--- src/rtl/cpu_types_pkg.sv ---
// Shared core types: register-index width, the hard-wired zero register and
// the pipeline sequencing controller state encoding.
package cpu_types_pkg;

    localparam int REGBITS = 5;
    localparam logic [REGBITS-1:0] REG_ZERO = '0;

    typedef enum logic [1:0] {
        IDLE    = 2'd0,
        RUN     = 2'd1,
        LDSTALL = 2'd2,
        HALTED  = 2'd3
    } pipectrl_state_t;

endpackage

--- src/rtl/load_use_detect.sv ---
// Combinational load-use comparator: flags a load in EX whose destination is
// read by the instruction in ID, and reports which source operand collides.
module load_use_detect
    import cpu_types_pkg::*;
(
    input  logic               memread_i,
    input  logic [REGBITS-1:0] rt_ex_i,
    input  logic [REGBITS-1:0] rs_id_i,
    input  logic [REGBITS-1:0] rt_id_i,
    output logic               hazard_o,
    output logic [1:0]         which_src_o
);

    logic loadLive;

    // $0 is never written, so a load targeting it can never feed a consumer
    assign loadLive       = memread_i && (rt_ex_i != REG_ZERO);
    assign which_src_o[0] = loadLive && (rt_ex_i == rs_id_i);
    assign which_src_o[1] = loadLive && (rt_ex_i == rt_id_i);
    assign hazard_o       = |which_src_o;

endmodule

--- src/rtl/pipeline_ctrl.sv ---
// Stall/bubble/squash sequencer for the 5-stage core. Performance counters are
// built only when PIPECTRL_PERF_EN is defined; otherwise the ports read 0.
module pipeline_ctrl
    import cpu_types_pkg::*;
(
    input  logic               CLK,
    input  logic               nRST,
    input  logic               ihit,
    input  logic               dhit,
    input  logic               dmemren_mem,
    input  logic               dmemwen_mem,
    input  logic               memread_ex,
    input  logic [REGBITS-1:0] rt_ex,
    input  logic [REGBITS-1:0] rs_id,
    input  logic [REGBITS-1:0] rt_id,
    input  logic               branch_taken_ex,
    input  logic               halt_wb,
    output logic               pc_en,
    output logic               if_id_en,
    output logic               id_ex_en,
    output logic               ex_mem_en,
    output logic               mem_wb_en,
    output logic               if_id_flush,
    output logic               id_ex_flush,
    output logic               ex_mem_flush,
    output logic               halt,
    output logic [1:0]         state,
    output logic [31:0]        stall_cycles,
    output logic [31:0]        bubbles,
    output logic [31:0]        squashes
);

    pipectrl_state_t state_q, state_d;
    logic            halt_q;
    logic            luHazard;
    logic [1:0]      luWhich;
    logic            ldUse;
    logic            dmemWait;
    logic            active;

    load_use_detect u_load_use_detect (
        .memread_i   (memread_ex),
        .rt_ex_i     (rt_ex),
        .rs_id_i     (rs_id),
        .rt_id_i     (rt_id),
        .hazard_o    (luHazard),
        .which_src_o (luWhich)
    );

    // LDSTALL masks the comparator so each load inserts exactly one bubble
    assign ldUse    = (state_q == RUN) && luHazard && (luWhich != 2'b00);
    assign dmemWait = (dmemren_mem || dmemwen_mem) && !dhit;
    assign active   = (state_q == RUN) || (state_q == LDSTALL);

    always_comb begin
        pc_en       = 1'b0;
        if_id_en    = 1'b0;
        id_ex_en    = 1'b0;
        ex_mem_en   = 1'b0;
        mem_wb_en   = 1'b0;
        if_id_flush = 1'b0;
        id_ex_flush = 1'b0;
        state_d     = state_q;
        unique case (state_q)
            IDLE:    state_d = RUN;
            HALTED:  state_d = HALTED;
            default: begin
                if (halt_wb) begin
                    state_d = HALTED;
                end else if (dmemWait) begin
                    state_d = state_q;
                end else if (branch_taken_ex) begin
                    {pc_en, if_id_en, id_ex_en, ex_mem_en, mem_wb_en} = 5'b11111;
                    if_id_flush = 1'b1;
                    id_ex_flush = 1'b1;
                    state_d     = RUN;
                end else if (ldUse) begin
                    {id_ex_en, ex_mem_en, mem_wb_en} = 3'b111;
                    id_ex_flush = 1'b1;
                    state_d     = LDSTALL;
                end else if (!ihit) begin
                    {if_id_en, id_ex_en, ex_mem_en, mem_wb_en} = 4'b1111;
                    if_id_flush = 1'b1;
                    state_d     = RUN;
                end else begin
                    {pc_en, if_id_en, id_ex_en, ex_mem_en, mem_wb_en} = 5'b11111;
                    state_d = RUN;
                end
            end
        endcase
    end

    always_ff @(posedge CLK or negedge nRST) begin
        if (!nRST) begin
            state_q <= IDLE;
            halt_q  <= 1'b0;
        end else begin
            state_q <= state_d;
            halt_q  <= (state_d == HALTED);
        end
    end

    assign ex_mem_flush = 1'b0;
    assign halt         = halt_q;
    assign state        = state_q;

`ifdef PIPECTRL_PERF_EN
    logic        stallHit, bubbleHit, squashHit;
    logic [31:0] stallCnt_q, bubbleCnt_q, squashCnt_q;

    assign stallHit  = active && !halt_wb &&
                       (dmemWait || (!branch_taken_ex && !ldUse && !ihit));
    assign bubbleHit = active && !halt_wb && !dmemWait && !branch_taken_ex && ldUse;
    assign squashHit = active && !halt_wb && !dmemWait && branch_taken_ex;

    // Rules only fire in RUN/LDSTALL, so the counts freeze once HALTED
    always_ff @(posedge CLK or negedge nRST) begin
        if (!nRST) begin
            stallCnt_q  <= '0;
            bubbleCnt_q <= '0;
            squashCnt_q <= '0;
        end else begin
            if (stallHit)  stallCnt_q  <= stallCnt_q + 32'd1;
            if (bubbleHit) bubbleCnt_q <= bubbleCnt_q + 32'd1;
            if (squashHit) squashCnt_q <= squashCnt_q + 32'd1;
        end
    end

    assign stall_cycles = stallCnt_q;
    assign bubbles      = bubbleCnt_q;
    assign squashes     = squashCnt_q;
`else
    assign stall_cycles = 32'd0;
    assign bubbles      = 32'd0;
    assign squashes     = 32'd0;
`endif

endmodule

--- config.mk ---
export PLATFORM = sky130hd
export DESIGN_NAME = pipeline_ctrl
export DESIGN_NICKNAME = d
export VERILOG_FILES = /design/src/rtl/cpu_types_pkg.sv /design/src/rtl/load_use_detect.sv /design/src/rtl/pipeline_ctrl.sv
export SDC_FILE = /design/constraint.sdc
export NUM_CORES = 1
export LEC_CHECK = 0
export ABC_AREA = 1
export BUFFER_PORTS_ARGS = -buffer_cell sky130_fd_sc_hd__buf_2
export CAP_MARGIN = 20
export CORE_UTILIZATION = 35
export CTS_CLUSTER_SIZE = 28
export DETAILED_ROUTE_END_ITERATION = 10
export PLACE_DENSITY = 0.81
export SLEW_MARGIN = 0
export SYNTH_ARGS = -nofsm -noshare
export SYNTH_HDL_FRONTEND = slang
export SYNTH_HIERARCHICAL = 1
export SYNTH_SLANG_ARGS = --single-unit
export TNS_END_PERCENT = 100
--- constraint.sdc ---
create_clock -name CLK -period 1.7 [get_ports CLK]
set_input_delay 0.17 -clock CLK [delete_from_list [all_inputs] [get_ports CLK]]
set_output_delay 0.17 -clock CLK [all_outputs]
set_load 0.05 [all_outputs]
Yosys cells after proc, flatten, opt, wreduce, memory -nomap -nowiden
Cells that the tools add are included.
- word-level logic and storage cells: 50
- flip-flop bits (word level): 3
- input port bits: 24
- output and inout bits: 107
- reductions and logical operators: 13
- mux-type cells: 30
- eq/ne operators: 5
- operators by type and width (kind ; number):
    $mux W1 ; 25
    $eq A5 B5 Y1 ; 2
    $mux W2 ; 4
    $logic_and A1 B1 Y1 ; 6
    $reduce_bool A5 Y1 ; 1
    $eq A2 B2 Y1 const B ; 2
    $pmux W2 S2 ; 1
    $reduce_or A2 Y1 ; 2
    $eq A2 B1 Y1 const B ; 1
    $logic_not A2 Y1 ; 1
    $reduce_bool A2 Y1 ; 1
    $logic_not A1 Y1 ; 1
    $logic_or A1 B1 Y1 ; 1

Logic depth before layout (Yosys ltp)
Gate-level depths: netlist of the first run.
- word-level depth: 12
- mapped depth: 13
- depth with buffers taken out: 13

Modules after synthesis
The synthesis of the first run kept the hierarchy.
- modules (own cells, without submodules) (module ; cells an instance ; times used ; seq. area each (sq um) ; area an instance (sq um)):
    pipeline_ctrl ; 141 ; 1 ; 75.1 ; 1042.2
    load_use_detect ; 30 ; 1 ; 0.0 ; 163.9

Least setup slack after synthesis of the first run
OpenSTA, ideal clock, no wires.
- path kind: reg2out
- start point: register state_q[1], in the netlist state[1]
- end point: output port pc_en
- cell stages (with the launch flop): 8
- arrival time: 2.339 ns
- setup slack: -0.809 ns
- required time: 1.530 ns
- path buffers: 0
- cell sequence: dfrtp_1 -> inv_1 -> ha_1 -> nor2_4 -> inv_2 -> nor2_4 -> nand2_4 -> nor2_1
- cells in the longest elaborated chain, start to end: 8
- ends and longest elaborated chain (what ; RTL line ; source):
    start, declared ; pipeline_ctrl.sv:33 ; pipectrl_state_t state_q, state_d;
    start signal, assigned ; pipeline_ctrl.sv:98 ; state_q <= state_d;
    $eq A2 B1 Y1 ; n/a ;
    $logic_and A1 B1 Y1 (2 in series) ; pipeline_ctrl.sv:51 ; assign ldUse = (state_q == RUN) && luHazard && (luWhich != 2'b00);
    $mux W1 ; pipeline_ctrl.sv:77 ; end else if (ldUse) begin
    $mux W1 ; pipeline_ctrl.sv:72 ; end else if (branch_taken_ex) begin
    $mux W1 ; pipeline_ctrl.sv:70 ; end else if (dmemWait) begin
    $mux W1 ; pipeline_ctrl.sv:68 ; if (halt_wb) begin
    $mux W1 (*) ; pipeline_ctrl.sv:64 ; unique case (state_q)
    end, declared ; pipeline_ctrl.sv:18 ; output logic pc_en,
Every way passes the cells marked *; elsewhere a longest branch is shown, timed or not.

Final worst setup path of the first run
- start point: register state_q[1], in the netlist state[1]
- end point: output port if_id_flush
- cells in the longest elaborated chain, start to end: 8
- ends and longest elaborated chain (what ; RTL line ; source):
    $eq A2 B1 Y1 ; n/a ;
    $logic_and A1 B1 Y1 (2 in series) ; pipeline_ctrl.sv:51 ;
    $mux W1 ; pipeline_ctrl.sv:77 ;
    $mux W1 ; pipeline_ctrl.sv:72 ;
    $mux W1 ; pipeline_ctrl.sv:70 ;
    $mux W1 ; pipeline_ctrl.sv:68 ;
    $mux W1 (*) ; pipeline_ctrl.sv:64 ;
    end, declared ; pipeline_ctrl.sv:23 ; output logic if_id_flush,
Marked as above.

==> flow_metrics.env, run 1 <==
export IMPL_dpl_instance_area_um2=1079
export IMPL_drtIter0Drc=6
export IMPL_root_buffer="clkbuf_4"
export IMPL_ys_warn_count=6
export IMPL_dp_cells=245
export IMPL_port_buffers=33
export IMPL_drtPass1Iterations=3
export IMPL_hold_path_class="input port to asynchronous set/reset pin"
export IMPL_cts_buffer_depth=2
export IMPL_clkSinkCount=3
export IMPL_netlist_top_cells_count="buf_4, inv_1, nand2_1, nor2_1, xor2_1"
export IMPL_crit_fanout=4
export IMPL_maxCapViolCount=0
export IMPL_violations="negative setup slack"
export IMPL_syn_inst=171
export IMPL_yosys_top_cells_area="buf_4, dfrtp_1, inv_1"
export IMPL_fp_dieH_um=60.71
export IMPL_synth_seq_area_share=0.06224
export IMPL_cts_buffers_inserted=3
export IMPL_period_minus_slack_ns=1.737
export IMPL_ioPinCount=131
export IMPL_synth_cell_types=21
export IMPL_crit_path_max_incr_delay_ns=0.40
export IMPL_final_layout_size_suffix_gt1_frac=0.2736
export IMPL_reg2regPathDepth=9
export IMPL_fin_nets=239
export IMPL_hpwl_mm=1.467
export IMPL_grt_overflow=0
export IMPL_cellPowerDensity_nw_per_um2=1084
export IMPL_insertion_delay_ns=0.23
export IMPL_areaGrowthSynthToFinish_pct=0.4148
export IMPL_gp_congestion=0.7056
export IMPL_diodes=0
export IMPL_hold_viol=0
export IMPL_required_ns=1.53
export IMPL_dieArea_um2=3685
export IMPL_antenna_left=0
export IMPL_syn_avg_cell_area_um2=7.054
export IMPL_synth_most_common_cell="buf_4"
export IMPL_viasPerCell=3.082
export IMPL_crit_path_end_kind="primary output"
export IMPL_path_cells="inv_2, ha_4, nor2_4, inv_2, nor2_4, nand2_4, a21oi_4, buf_6"
export IMPL_cp_start_kind="flop"
export IMPL_wl_per_cell_um=6.535
export IMPL_post_place_ws_ns=0.04659
export IMPL_fmax_mhz=575.8
export IMPL_path_buf_inv=3
export IMPL_synth_edf_count=0
export IMPL_reg2reg_from="state[1]"
export IMPL_grt_pass1_vias=554
export IMPL_antenna_found_initial=0
export IMPL_core_area_um2=3153
export IMPL_rsz0062_at_grt="true"
export IMPL_slowest_stage="dfrtp_2"
export IMPL_gr_usage_all_layers=0.08525
export IMPL_wl_mm=1.673
export IMPL_criticalPathCategory="flop to primary output"
export IMPL_grt_first_pass_wirelength_mm=2.325
export IMPL_status="finished with violations"
export IMPL_drc=0
export IMPL_path_clk_slew_ns=0.04
export IMPL_fin_area_um2=1211
export IMPL_ir_drop_uv=711.8
export IMPL_multi_input_area_um2=713.2
export IMPL_clock_skew_ns=0.002515
export IMPL_leakage_nw=0.7699
export IMPL_ys_flop_type="dfrtp_1"
export IMPL_htree_levels=1
export IMPL_synth_seq_cells=3
export IMPL_final_core_util=0.3841
export IMPL_instances_no_fill=256
export IMPL_grt_max_degree=5
export IMPL_via_count=789
export IMPL_setup_viol=2
export IMPL_num_fill_cells=357
export IMPL_period_share=1.022
export IMPL_syn_cell_area_um2=1206
export IMPL_synth_top_area_frac=0.6162
export IMPL_r2r_end="halt"
export IMPL_reg2reg_slack_ns=0.28
export IMPL_cts_tree="done"
export IMPL_seq_area_um2=77.57
export IMPL_fp_dieW_um=60.71
export IMPL_crit_family="flip-flops"
export IMPL_drv_slew=0
export IMPL_initial_core_util=0.3825
export IMPL_async_reset_ff_frac=1.000
export IMPL_cp_arrival_ns=1.57
export IMPL_setup_tns_ns=-0.04306
export IMPL_rows=20
export IMPL_layout_setup_ws_ns=-0.03679
export IMPL_synth_top_area_cell="buf_4"
[placed cells by master (no fill, tap or decap), drive strengths merged]
master,instances
ha,2
dfrtp,3
clkinvlp,1
xor2,6
xnor2,3
nand2,14
o21ai,1
conb,97
nor2,16
inv,16
a21oi,3
dlygate4sd3,1
o21a,1
buf,39
clkbuf,4
nand3,3
nand3b,2
[cell families (layout without fill, tap and decap cells)]
family,after synthesis,in the layout,synth area share
XOR/XNOR,9,9,0.06536
buffers and inverters,116,61,0.6691
other,1,97,0.003109
adder cells (fa/ha/maj),2,2,0.02074
AND/OR/NAND/NOR,35,35,0.1535
AO/OA/AOI/OAI,5,5,0.02593
flip-flops,3,3,0.06224
[per-layer routing]
| metal | GRT usage | up-vias | part of all wire |
|---|---|---|---|
| met5 | 0 | - | 0 |
| met4 | 0.03896 | 0 | 0 |
| met3 | 0.01706 | 0 | 0.10 |
| met2 | 0.1633 | 62 | 0.61 |
| met1 | 0.08846 | 336 | 0.28 |
| li1 | - | 391 | - |
[metrics by stage]
| stage | hold WS, ns | power (W) |
|---|---|---|
| after floorplan | -0.1256 | 0.001151 |
| after global placement | -0.03188 | 0.001075 |
| after detailed placement | -0.03077 | 0.001081 |
| after CTS | 0.2541 | 0.001295 |
| final | 0.2607 | 0.001313 |
| after global routing | 0.2572 | 0.001400 |
[report_power, final]
group,internal (W),switching (W)
clock,0.0000878,0.0000339
sequential,0.0000993,0.0000121
combinational,0.000238,0.000842
total,0.000426,0.000888
[state kept, by name (all words and copies together), names as in the netlist]
name   count
halt       1
state      2
[worst max-delay path by stage]
stage                       end  startpoint  cells past startpoint
floorplan           if_id_flush    state[1]                      7
global placement       if_id_en    rt_ex[0]                     11
detailed placement  if_id_flush    rt_ex[4]                     13
CTS                 if_id_flush    state[1]                      8
global route        if_id_flush    state[1]                      8
finish              if_id_flush    state[1]                      8
[area by class of cell]
cell class | count | area share
tap | 44 | 0.04545
inverter | 17 | 0.05579
timing repair buffer | 40 | 0.2242
sequential | 3 | 0.06405
multi-input combinational | 148 | 0.5888
clock buffer | 4 | 0.02169
[what timing repair did]
item / 4_1_cts / 5_1_grt
cloned: 0 / 0
buffers inserted: 6 / 0
pin swaps: 2 / 1
setup endpoints to repair: 4 / 7
gates resized for setup: 10 / 6
endpoints found under the hold margin: 3 / 0
hold buffers: 1 / 0
Power figures use the tool's default switching activity.
==> run 2: changes to the inputs <==
--- a/config.mk
+++ b/config.mk
@@ -11,6 +11,7 @@
 export CORE_UTILIZATION = 35
 export CTS_CLUSTER_SIZE = 28
 export DETAILED_ROUTE_END_ITERATION = 10
+export MAX_ROUTING_LAYER = met4
 export PLACE_DENSITY = 0.81
 export SLEW_MARGIN = 0
 export SYNTH_ARGS = -nofsm -noshare
==> flow_metrics.env, run 2 (synthesized netlist as in run 1, its figures left out) <==
export IMPL_reg2reg_slack_ns=0.28
export IMPL_fmax_mhz=575.8
export IMPL_htree_levels=1
export IMPL_grt_max_degree=5
export IMPL_routed_wl_met2_mm=1.025
export IMPL_setup_viol=2
export IMPL_final_layout_size_suffix_gt1_frac=0.2736
export IMPL_drv_slew=0
export IMPL_cts_tree="done"
export IMPL_violations="negative setup slack"
export IMPL_crit_fanout=4
export IMPL_grt_pass1_vias=554
export IMPL_wl_met1_um=485
export IMPL_grt_first_pass_wirelength_mm=2.325
export IMPL_fin_nets=239
export IMPL_maxCapViolCount=0
export IMPL_power_w=0.001313
export IMPL_status="finished with violations"
export IMPL_cp_start_kind="flop"
export IMPL_hold_viol=0
export IMPL_initial_core_util=0.3825
export IMPL_leakage_nw=0.7699
export IMPL_drtPass1Iterations=3
export IMPL_period_share=1.022
export IMPL_clock_skew_ns=0.002476
export IMPL_via_count=789
export IMPL_antenna_left=0
export IMPL_clkSinkCount=3
export IMPL_gr_usage_all_layers=0.08797
export IMPL_rsz0062_at_grt="true"
export IMPL_dp_cells=245
export IMPL_required_ns=1.53
export IMPL_dieArea_um2=3685
export IMPL_ir_drop_uv=711.5
export IMPL_ioPinCount=131
export IMPL_met3_length_um=163
export IMPL_drc=0
export IMPL_drtIter0Drc=7
export IMPL_rows=20
export IMPL_num_fill_cells=357
export IMPL_gp_congestion=0.7135
export IMPL_instances_no_fill=256
export IMPL_viasPerCell=3.082
export IMPL_r2r_end="halt"
export IMPL_wl_per_cell_um=6.535
export IMPL_reg2reg_from="state[1]"
export IMPL_routed_top_layer="met3"
export IMPL_root_buffer="clkbuf_4"
export IMPL_fp_dieH_um=60.71
export IMPL_period_minus_slack_ns=1.737
export IMPL_port_buffers=33
export IMPL_layout_setup_ws_ns=-0.03672
export IMPL_cp_arrival_ns=1.57
export IMPL_areaGrowthSynthToFinish_pct=0.4148
export IMPL_fp_dieW_um=60.71
export IMPL_antenna_found_initial=0
export IMPL_cts_buffer_depth=2
export IMPL_crit_path_end_kind="primary output"
export IMPL_hpwl_mm=1.467
export IMPL_diodes=0
export IMPL_grt_overflow=0
export IMPL_layout_common_cells="conb_1, buf_2, inv_1, nand2_1, nor2_1"
export IMPL_core_area_um2=3153
export IMPL_hold_path_class="input port to asynchronous set/reset pin"
export IMPL_cts_buffers_inserted=3
export IMPL_criticalPathCategory="flop to primary output"
export IMPL_wl_mm=1.673
export IMPL_largest_reg_flops=2
export IMPL_cellPowerDensity_nw_per_um2=1084
export IMPL_insertion_delay_ns=0.23
export IMPL_final_common_cell="conb_1"
export IMPL_reg2regPathDepth=9
export IMPL_path_clk_slew_ns=0.04
run 2: cell counts in the layout (fill, tap and decap cells not counted):
Identical to the previous run, type by type.
run 2: what timing repair did:
item / in CTS / in global routing
setup endpoints to repair: 4 / 7
endpoints found under the hold margin: 3 / 0
resized for setup: 10 / 6
setup buffers: 6 / 0
hold buffers: 1 / 0
pin swaps: 2 / 1
run 2: metrics by stage:
step           setup slack, ns  instance area (um2)  hold slack (ns)    util  TNS (ns)
2_1_floorplan          -0.2432                 1602          -0.1256       -   -0.7926
6_report              -0.03672                 1211           0.2621  0.3841  -0.04292
3_3_place_gp           0.08308                 1079         -0.03188  0.3421         0
5_1_grt                -0.1291                 1211           0.2572  0.3841   -0.4161
3_5_place_dp           0.04659                 1079         -0.03077  0.3421         0
4_1_cts               -0.05864                 1189           0.2541  0.3770  -0.06844
run 2: routing by layer:
layer,vias up,GRT usage
met4,0,0.03896
met1,336,0.08974
met3,0,0.01493
li1,391,-
met2,62,0.1633
met5,-,-
run 2: worst max path at each step:
stage,cells past startpoint,endpoint,from
floorplan,7,if_id_flush,state[1]
global placement,11,if_id_en,rt_ex[0]
detailed placement,13,if_id_flush,rt_ex[4]
CTS,8,if_id_flush,state[1]
global route,8,if_id_flush,state[1]
finish,8,if_id_flush,state[1]
run 2: final cells by class:
| cell class | instances | area, um2 | area share |
|---|---|---|---|
| Multi-Input combinational cell | 148 | 713.2 | 0.5888 |
| Inverter | 17 | 67.56 | 0.05579 |
| Clock buffer | 4 | 26.28 | 0.02169 |
| Sequential cell | 3 | 77.57 | 0.06405 |
| Tap cell | 44 | 55.05 | 0.04545 |
| Timing Repair Buffer | 40 | 271.5 | 0.2242 |
run 2: power by group:
group | leakage, nW | switching, W | internal [W]
combinational | 0.725 | 0.000842 | 0.000238
sequential | 0.0296 | 0.0000121 | 0.0000993
clock | 0.0150 | 0.0000339 | 0.0000878
total | 0.770 | 0.000888 | 0.000426
run 2: critical path: stages (launching register included):
cell     delay, ns
dfrtp_2       0.40
inv_2         0.07
ha_4          0.20
nor2_4        0.10
inv_2         0.05
nor2_4        0.11
nand2_4       0.10
a21oi_4       0.13
buf_6         0.17
==> run 3: changes to the inputs <==
--- a/config.mk
+++ b/config.mk
@@ -5,14 +5,15 @@
 export SDC_FILE = /design/constraint.sdc
 export NUM_CORES = 1
 export LEC_CHECK = 0
-export ABC_AREA = 1
+export ABC_AREA = 0
 export BUFFER_PORTS_ARGS = -buffer_cell sky130_fd_sc_hd__buf_2
 export CAP_MARGIN = 20
-export CORE_UTILIZATION = 35
+export CORE_ASPECT_RATIO = 1.1
+export CORE_UTILIZATION = 34
 export CTS_CLUSTER_SIZE = 28
 export DETAILED_ROUTE_END_ITERATION = 10
 export MAX_ROUTING_LAYER = met4
-export PLACE_DENSITY = 0.81
+export PLACE_DENSITY = 0.82
 export SLEW_MARGIN = 0
 export SYNTH_ARGS = -nofsm -noshare
 export SYNTH_HDL_FRONTEND = slang
==> flow_metrics.env, run 3 <==
export IMPL_criticalPathCategory="input port to primary output"
export IMPL_clock_skew_ns=0.002587
export IMPL_ys_flop_type="dfrtp_1"
export IMPL_cts_tree="done"
export IMPL_slowest_stage="or4_4"
export IMPL_r2r_end="state[1]"
export IMPL_fp_dieH_um=62.53
export IMPL_dpl_instance_area_um2=1039
export IMPL_maxCapViolCount=0
export IMPL_synth_cell_types=25
export IMPL_setup_tns_ns=-0.6177
export IMPL_synth_top_area_frac=0.6564
export IMPL_period_minus_slack_ns=1.922
export IMPL_grt_pass1_vias=531
export IMPL_clkSinkCount=3
export IMPL_port_buffers=33
export IMPL_crit_start="rt_ex[1]"
export IMPL_drv_slew=0
export IMPL_power_switching_w=0.0008000
export IMPL_viasPerCell=3.380
export IMPL_leakage_nw=0.6698
export IMPL_setup_viol=4
export IMPL_antenna_left=0
export IMPL_layout_setup_ws_ns=-0.2225
export IMPL_p_sw_frac=0.6935
export IMPL_insertion_delay_ns=0.24
export IMPL_path_clk_slew_ns=0.04
export IMPL_core_area_um2=3100
export IMPL_cts_buffers_inserted=3
export IMPL_grt_use_met3=0.008282
export IMPL_intPower_w=0.0003536
export IMPL_fp_dieW_um=57.03
export IMPL_synth_most_common_cell="buf_4"
export IMPL_fmax_mhz=520.2
export IMPL_status="finished with violations"
export IMPL_diodes=0
export IMPL_areaGrowthSynthToFinish_pct=0.9948
export IMPL_syn_cell_area_um2=1132
export IMPL_cp_start_kind="input port"
export IMPL_synth_seq_area_share=0.06630
export IMPL_via_count=747
export IMPL_reg2reg_slack_ns=0.36
export IMPL_initial_core_util=0.3652
export IMPL_crit_fanout=3
export IMPL_p_clk_frac=0.111
export IMPL_fin_area_um2=1144
export IMPL_rsz0062_at_grt="true"
export IMPL_reg2reg_from="state[0]"
export IMPL_synth_top_area_cell="buf_4"
export IMPL_ir_drop_uv=543.4
export IMPL_crit_path_end_kind="primary output"
export IMPL_hold_path_class="input port to asynchronous set/reset pin"
export IMPL_grt_busiest_layer="met2"
export IMPL_final_layout_size_suffix_gt1_frac=0.3102
export IMPL_fin_nets=214
export IMPL_worst_path_most_repeated_cell="buf_6"
export IMPL_gr_usage_all_layers=0.07827
export IMPL_drc=24
export IMPL_hold_viol=0
export IMPL_drtIter0Drc=36
export IMPL_root_buffer="clkbuf_4"
export IMPL_yosys_top_cells_area="buf_4, dfrtp_1, xor2_1"
export IMPL_dp_cells=216
export IMPL_netlist_top_cells_count="buf_4, nor2_1, xor2_1"
export IMPL_violations="design-rule violations, negative setup slack"
export IMPL_largest_reg_flops=2
export IMPL_async_reset_ff_frac=1.000
export IMPL_rows=21
export IMPL_crit_path_max_incr_delay_ns=0.54
export IMPL_final_common_cell="conb_1"
export IMPL_antenna_found_initial=0
export IMPL_cp_arrival_ns=1.75
export IMPL_syn_avg_cell_area_um2=7.809
export IMPL_reg2regPathDepth=5
export IMPL_wl_mm=1.613
export IMPL_htree_levels=1
export IMPL_power_w=0.001154
export IMPL_crit_end="if_id_flush"
export IMPL_layout_common_cells="conb_1, buf_2, buf_6, xor2_1"
export IMPL_grt_first_pass_wirelength_mm=2.166
export IMPL_syn_inst=145
export IMPL_path_cells="buf_6, or4_4, o21ai_4, nor2_1, o211ai_2, o211ai_1, a21oi_2, buf_6"
export IMPL_use_met2=0.1559
export IMPL_num_fill_cells=312
export IMPL_seqPwrFrac=0.095
export IMPL_period_share=1.131
export IMPL_instances_no_fill=221
export IMPL_gp_congestion=0.7117
export IMPL_drtPass1Iterations=6
export IMPL_synth_seq_cells=3
export IMPL_required_ns=1.53
export IMPL_synth_edf_count=0
export IMPL_hpwl_mm=1.441
export IMPL_cellPowerDensity_nw_per_um2=1009
export IMPL_combPwrFrac=0.794
export IMPL_dieArea_um2=3565
export IMPL_cts_buffer_depth=2
export IMPL_grt_max_degree=6
export IMPL_wl_per_cell_um=7.299
export IMPL_grt_use_met1=0.07161
export IMPL_grt_overflow=0
export IMPL_ioPinCount=131
export IMPL_ys_warn_count=6
[run 3: cell count changes after synthesis, sizes merged, moves of 2 or more]
cell	change
a21boi	+2
inv	-14
nand2	-14
nand3b	-2
nor2	-10
nor3	+4
o211ai	+2
o21ai	+2
[run 3: logic make-up (layout without fill, tap and decap cells)]
| logic type | after synthesis | in the layout | share of synthesized area |
|---|---|---|---|
| buf+inv | 102 | 48 | 0.6663 |
| simple gates | 15 | 15 | 0.07735 |
| compound gates | 12 | 12 | 0.08730 |
| xor+xnor | 10 | 10 | 0.07734 |
| flops | 3 | 3 | 0.06630 |
| fa+ha+maj | 2 | 2 | 0.02210 |
| other cells | 1 | 97 | 0.003312 |
[run 3: metal layers]
layer | part of all wire | vias up
met1 | 0.27 | 327
met2 | 0.58 | 72
met5 | 0 | -
li1 | - | 344
met3 | 0.13 | 4
met4 | 0.014 | 0
[run 3: power by group through the flow]
stage | Combinational [W] | Clock, W | Sequential, W
floorplan | 0.000872 | 0 | 0.000183
global placement | 0.000875 | 0 | 0.000110
detailed placement | 0.000884 | 0 | 0.000111
CTS | 0.000912 | 0.000133 | 0.000110
global route | 0.000955 | 0.000134 | 0.000112
finish | 0.000916 | 0.000128 | 0.000110
[run 3: final cells by class]
type                            count  area (um2)  area share
Clock buffer                        4       26.28     0.02298
Tap cell                           34       42.54     0.03720
Inverter                            3       11.26    0.009847
Timing Repair Buffer               41       276.5      0.2418
Sequential cell                     3       77.57     0.06783
Multi-Input combinational cell    136       709.4      0.6203
[run 3: worst min path at each step]
stage / slack, ns / endpoint / from / cells after the start
2_1_floorplan: -0.13 / halt / nRST / 0
3_3_place_gp: -0.03 / halt / nRST / 1
3_5_place_dp: -0.03 / halt / nRST / 1
4_1_cts: 0.25 / state[0] / nRST / 2
5_1_grt: 0.27 / halt / nRST / 2
6_report: 0.25 / state[0] / nRST / 2
[run 3: metrics by stage]
stage / util / setup WS [ns] / hold slack [ns]
floorplan: - / -0.3127 / -0.1256
global placement: 0.3349 / -0.2963 / -0.03380
detailed placement: 0.3349 / -0.3412 / -0.03254
CTS: 0.3648 / -0.2290 / 0.2497
global route: 0.3688 / -0.2870 / 0.2731
finish: 0.3688 / -0.2225 / 0.2544
[run 3: worst max-delay path: cells and delay by family]
| kind | cells | cell delay [ns] |
|---|---|---|
| AOI/OAI and AO/OA | 4 | 0.70 |
| and+or+nand+nor | 2 | 0.61 |
| buffers and inverters | 2 | 0.27 |
[run 3: what timing repair did]
| item | 4_1_cts | 5_1_grt |
|---|---|---|
| hold buffers | 1 | 0 |
| setup endpoints to repair | 4 | 4 |
| pin swaps | 5 | 1 |
| setup buffers | 0 | 0 |
| endpoints found under the hold margin | 3 | 0 |
| resized for setup | 15 | 3 |
